**config.mk**
```make
export PLATFORM = sky130hd
export DESIGN_NAME = fwd_sel_ctrl
export DESIGN_NICKNAME = d
export VERILOG_FILES = /design/src/rtl/fwd_sel_ctrl.sv
export SDC_FILE = /design/constraint.sdc
export NUM_CORES = 1
export LEC_CHECK = 0
export BUFFER_PORTS_ARGS = -buffer_cell sky130_fd_sc_hd__buf_2
export CELL_PAD_IN_SITES_DETAIL_PLACEMENT = 2
export CELL_PAD_IN_SITES_GLOBAL_PLACEMENT = 2
export CORE_UTILIZATION = 29
export CTS_CLUSTER_SIZE = 14
export DETAILED_ROUTE_END_ITERATION = 8
export GPL_ROUTABILITY_DRIVEN = 1
export PLACE_DENSITY = 0.82
export RECOVER_POWER = 25
export SLEW_MARGIN = 20
export SYNTH_ARGS = -nofsm -noshare
export SYNTH_HDL_FRONTEND = slang
export SYNTH_SLANG_ARGS = --single-unit
```
**constraint.sdc**
```tcl
create_clock -name clk -period 2.1 [get_ports clk]
set_input_delay 0.42 -clock clk [delete_from_list [all_inputs] [get_ports clk]]
set_output_delay 0.42 -clock clk [all_outputs]
set_load 0.01 [all_outputs]
```
**src/rtl/fwd_sel_ctrl.sv**
```systemverilog
// Purpose : Forwarding and operand-select controller for the EX-stage operand muxes,
//           with load-use stall detection.
// Latency : sel_a/sel_b/ex_valid are registered, 1 cycle after decode; stall is combinational.
// Backpr. : hold freezes all state; stall asks fetch/decode to re-present the same instruction.
//
// Ports:
//   clk, rst                 clock, synchronous active-high reset
//   hold                     global freeze; all state retained, ID/flush ignored
//   flush                    kill the instruction entering EX
//   id_valid, id_rs1/rs2,    decode-stage instruction description
//   id_use_rs1/rs2, id_use_pc, id_use_imm, id_rd, id_we, id_is_load
//   sel_a, sel_b             operand-mux select codes valid in EX
//   stall                    load-use stall request (same cycle)
//   ex_valid                 EX stage holds a real instruction
module fwd_sel_ctrl #(
  parameter int REG_W = 5,
  parameter int SEL_W = 3
) (
  input  logic             clk,
  input  logic             rst,
  input  logic             hold,
  input  logic             flush,
  input  logic             id_valid,
  input  logic [REG_W-1:0] id_rs1,
  input  logic [REG_W-1:0] id_rs2,
  input  logic             id_use_rs1,
  input  logic             id_use_rs2,
  input  logic             id_use_pc,
  input  logic             id_use_imm,
  input  logic [REG_W-1:0] id_rd,
  input  logic             id_we,
  input  logic             id_is_load,
  output logic [SEL_W-1:0] sel_a,
  output logic [SEL_W-1:0] sel_b,
  output logic             stall,
  output logic             ex_valid
);

  localparam logic [SEL_W-1:0] SEL_RF  = SEL_W'(0);  // register file
  localparam logic [SEL_W-1:0] SEL_MEM = SEL_W'(1);  // MEM-stage ALU result
  localparam logic [SEL_W-1:0] SEL_WB  = SEL_W'(2);  // WB-stage result
  localparam logic [SEL_W-1:0] SEL_IMM = SEL_W'(3);  // immediate
  localparam logic [SEL_W-1:0] SEL_PC  = SEL_W'(4);  // program counter

  // Scoreboard. The EX entry (ex_valid/ex_rd/ex_we/ex_ld) describes the
  // instruction now in EX, the MEM entry the one ahead of it. The WB entry
  // would only ever be shifted out and never feeds a decision (distance 3+
  // reads come through the regfile write-through), so it is not stored.
  logic [REG_W-1:0] ex_rd;
  logic             ex_we;
  logic             ex_ld;
  logic             mem_valid;
  logic [REG_W-1:0] mem_rd;
  logic             mem_we;

  logic             ex_hit1, ex_hit2, mem_hit1, mem_hit2;
  logic             load_use;
  logic             kill;
  logic [SEL_W-1:0] sel_a_nxt, sel_b_nxt;

  // An entry "writes r" only for a real, writing instruction; x0 never matches.
  function automatic logic writes(input logic v, input logic we,
                                  input logic [REG_W-1:0] rd,
                                  input logic [REG_W-1:0] r);
    return v & we & (rd == r) & (r != '0);
  endfunction

  always_comb begin
    ex_hit1  = id_use_rs1 & writes(ex_valid, ex_we, ex_rd, id_rs1);
    ex_hit2  = id_use_rs2 & writes(ex_valid, ex_we, ex_rd, id_rs2);
    mem_hit1 = id_use_rs1 & writes(mem_valid, mem_we, mem_rd, id_rs1);
    mem_hit2 = id_use_rs2 & writes(mem_valid, mem_we, mem_rd, id_rs2);

    // A load in EX has no result until after MEM, so a dependent instruction
    // cannot forward from it next cycle.
    load_use = id_valid & ex_ld & (ex_hit1 | ex_hit2);
    stall    = load_use & ~flush & ~hold & ~rst;
    // Flush kills regardless of the hazard, so the bubble is the same either way.
    kill     = flush | load_use;

    // The instruction in EX now is distance 1, so during the next cycle it
    // sits in MEM; the one in MEM now will sit in WB. Newer value wins.
    sel_a_nxt = SEL_RF;
    if (id_use_pc)     sel_a_nxt = SEL_PC;
    else if (ex_hit1)  sel_a_nxt = SEL_MEM;
    else if (mem_hit1) sel_a_nxt = SEL_WB;

    sel_b_nxt = SEL_RF;
    if (id_use_imm)    sel_b_nxt = SEL_IMM;
    else if (ex_hit2)  sel_b_nxt = SEL_MEM;
    else if (mem_hit2) sel_b_nxt = SEL_WB;
  end

  always_ff @(posedge clk) begin
    if (rst) begin
      ex_valid  <= 1'b0;
      ex_rd     <= '0;
      ex_we     <= 1'b0;
      ex_ld     <= 1'b0;
      mem_valid <= 1'b0;
      mem_rd    <= '0;
      mem_we    <= 1'b0;
      sel_a     <= SEL_RF;
      sel_b     <= SEL_RF;
    end else if (!hold) begin
      mem_valid <= ex_valid;
      mem_rd    <= ex_rd;
      mem_we    <= ex_we;
      if (kill) begin
        ex_valid <= 1'b0;
        ex_rd    <= '0;
        ex_we    <= 1'b0;
        ex_ld    <= 1'b0;
        sel_a    <= SEL_RF;
        sel_b    <= SEL_RF;
      end else begin
        ex_valid <= id_valid;
        ex_rd    <= id_rd;
        ex_we    <= id_we;
        ex_ld    <= id_is_load;
        sel_a    <= sel_a_nxt;
        sel_b    <= sel_b_nxt;
      end
    end
  end

endmodule

```
==> impl_results.md <==
* Status: finished, violations left
* Failing checks: negative setup slack
* P&R area growth vs syn at 39.1%
* Yosys top cell area share at 40.0%
* Vias at between 900 and 1k
* Routed Antenna Nets at 0
* Most instantiated library cell after synthesis: dfxtp_1
* Crit path required time at 1.68 ns
* Period utilisation layout at 103%
* Post-Place Cells at ~180
* Tot GR Track Use at 20.9%
* TritonCTS buffer count at 3
* Fmax at roughly 0.46 GHz
* WL/cell at 18.8 um
* Comb pwr share at roughly 16%
* Number of DRC markers in iteration 0 at 12
* Synth top area cells: dfxtp_1 40%, xnor2_1 14%, a22o_1 9.6%, mux2i_1 7.0%, xor2_1 3.5%
* Seq/Total Area, Yosys at 40.0%
* Synth cell count leaders: 20 x dfxtp_1, 16 x xnor2_1, 11 x a22o_1
* RSZ-0062 raised after global routing: true
* Area leader, netlist: dfxtp_1
* Sequential share of power at 46.7%
* Final setup margin at -0.0678 ns
* Switching Fraction at 24.5%
* Cell Area, Synth at around 0.001 sq mm
* Synth async-reset ratio at 0%
* Clock tree buffer depth at 2
* DRT Pass-1 Iters at 3
* Clk_lat worst skew at 0.31 ns
* Final hold violation count at 0
* # clock sinks at 20
* Fillers at around 360
* Rows at 20
* Syn Inst Count at 96
* Final net count at 167
* Hold Crit Class: in -> reg
* Die area at approximately 0.0037 sq mm
* Clk pwr share at approximately 37%
* PortBufs at 32
* Vias/cell at just under 5
* Syn_nets at roughly 120
* Synth warnings at 0
* Post-layout minimum cycle time at 2.17 ns
* Gr ovfl total at 0
* Lkg Pwr at 0.617 nW
* VDD IR-drop max at between 0.2 and 0.3 mV
* Setup violations, final at 1
* Area of the multi-input gates at 607 sq um
* Die Y at 60.8 um
* Mean cell area of the mapped netlist at approximately 10 sq um
* DRT Wirelength at roughly 3.5 mm
* Max-Cap Viols at 0
* Number of enable flip-flop cells after synthesis at 0
* Layout cells sized above 1 at about half
* Register area at between 400 and 500 sq um
* First-pass GRT wire length at 5.31 mm
* Gpl congestion at about 0.80
* Initial core utilization at between 30% and 40%
* Final Max Slew Viols at 0
* Crit Path Max Fanout at 2
* Pwr Density at 620 mW/mm^2
* H-tree Lvls at 1
* Netlist cell types at 28
* Internal power at around 0.65 mW
* Largest net degree at the start of global routing at 14
* Number of global-route vias before repair at 1066
* CTS tree: done
* Initial antenna violation count at 0
* Root Driver: clkbuf_4
* Post-cts hold buffer count at 0
* Setup CP Type: in -> out
* Non-filler cells, final at 184
* #FFs+latches synth at 20
* Core box area at approximately 0.0032 sq mm
* # diodes at 0
* Pwr Total at between 0.8 and 0.9 mW
* Clock Pin Slew Worst Setup and Hold Paths at around 0.12 ns
* Crit path DAT at approximately 1.8 ns
* CP Capture Type: output pin
* Hold WS at roughly 0.33 ns
* Main synth FF type: dfxtp_1
* Worst Setup Start Kind: input pin
* Residual DRC at 0
* Net Sw Power at between 0.2 and 0.25 mW
* Die Wd at roughly 61 um
* Post-DP HPWL at 2.62 mm
* I/O pin cnt at 34
* Clk_skew at 0.00704 ns
==> cells by family (layout without fill, tap and decap cells) <==
group,Yosys count,after routing,synth area share [%]
other cells,1,1,0.374
xor+xnor,20,20,17.5
compound gates,17,17,15.1
buf+inv,7,51,4.62
mux,7,7,6.99
simple gates,24,24,15.5
flops,20,20,39.9
==> sequential cells by signal, indices dropped and copies added (netlist names) <==
| signal | cells |
|---|---|
| ex_we | 1 |
| ex_valid | 1 |
| mem_rd | 5 |
| sel_a | 3 |
| mem_valid | 1 |
| ex_rd | 5 |
| mem_we | 1 |
| ex_ld | 1 |
| sel_b | 2 |
==> per-layer routing <==
metal	routed length (um)	GRT usage, %	vias to the layer above
met5	0	0	-
met4	55	10.1	0
met3	159	5.12	6
met2	1860	39.1	29
met1	1380	21.7	448
li1	-	-	432
==> layout by cell type, fill, tap and decap left out, types with 2 or more instances in the layout <==
master    synthesis  routed
xnor2_2           0       4
nor2_1            7       7
dfxtp_2           0       2
nor4_1            3       2
clkbuf_4          0       3
buf_2             1      32
mux2i_1           7       7
inv_1             2       2
xnor2_1          16      12
dfxtp_1          20      15
buf_4             1      13
nand3_1           3       3
o21ai_2           1       2
nand4_1           4       4
xor2_1            4       4
dfxtp_4           0       3
a22o_1           11      11
==> worst max-delay path: stages <==
cell      delay (ns)
buf_2           0.10
or4_4           0.52
o21ai_2         0.23
nor3_4          0.08
o211ai_2        0.19
nor4_2          0.05
buf_2           0.15
==> power groups by stage <==
stage	Sequential [mW]	Combinational, mW	Clock (mW)
2_1_floorplan	0.409	0.0646	0
4_1_cts	0.406	0.134	0.335
3_3_place_gp	0.412	0.119	0
3_5_place_dp	0.413	0.127	0
5_1_grt	0.405	0.150	0.347
6_report	0.403	0.138	0.322
==> final timing paths <==
check / start / to / slack [ns] / cells past startpoint
max: id_rs1[0] / stall / -0.07 / 7
min reg2reg: sel_a[0] / sel_a[0] / 0.48 / 1
min: id_rd[1] / ex_rd[1] / 0.33 / 2
max reg2reg: ex_rd[3] / ex_rd[3] / 0.28 / 7
==> cell type report <==
type	count	share of cell area, %
clock inverter	1	2.15
tap	44	3.95
sequential	20	29.7
timing repair buffer	45	18.5
inverter	2	0.539
multi-input combinational	69	43.5
clock buffer	3	1.62
==> metrics by stage <==
stage	setup TNS, ns	worst slack [ns]	area, sq um	utilization, %
2_1_floorplan	0	0.142	1000	-
3_3_place_gp	-0.393	-0.0750	1270	40.2
3_5_place_dp	-1.85	-0.163	1270	40.2
4_1_cts	-0.0632	-0.0632	1360	43.1
5_1_grt	-0.163	-0.163	1390	44.2
6_report	-0.0678	-0.0678	1390	44.2
==> what timing repair did <==
action | CTS | global route
pin swaps | 3 | 3
buffers inserted | 1 | 0
setup endpoints to repair | 1 | 1
resized for setup | 9 | 7
No activity file was read; power rests on OpenSTA's default activity.
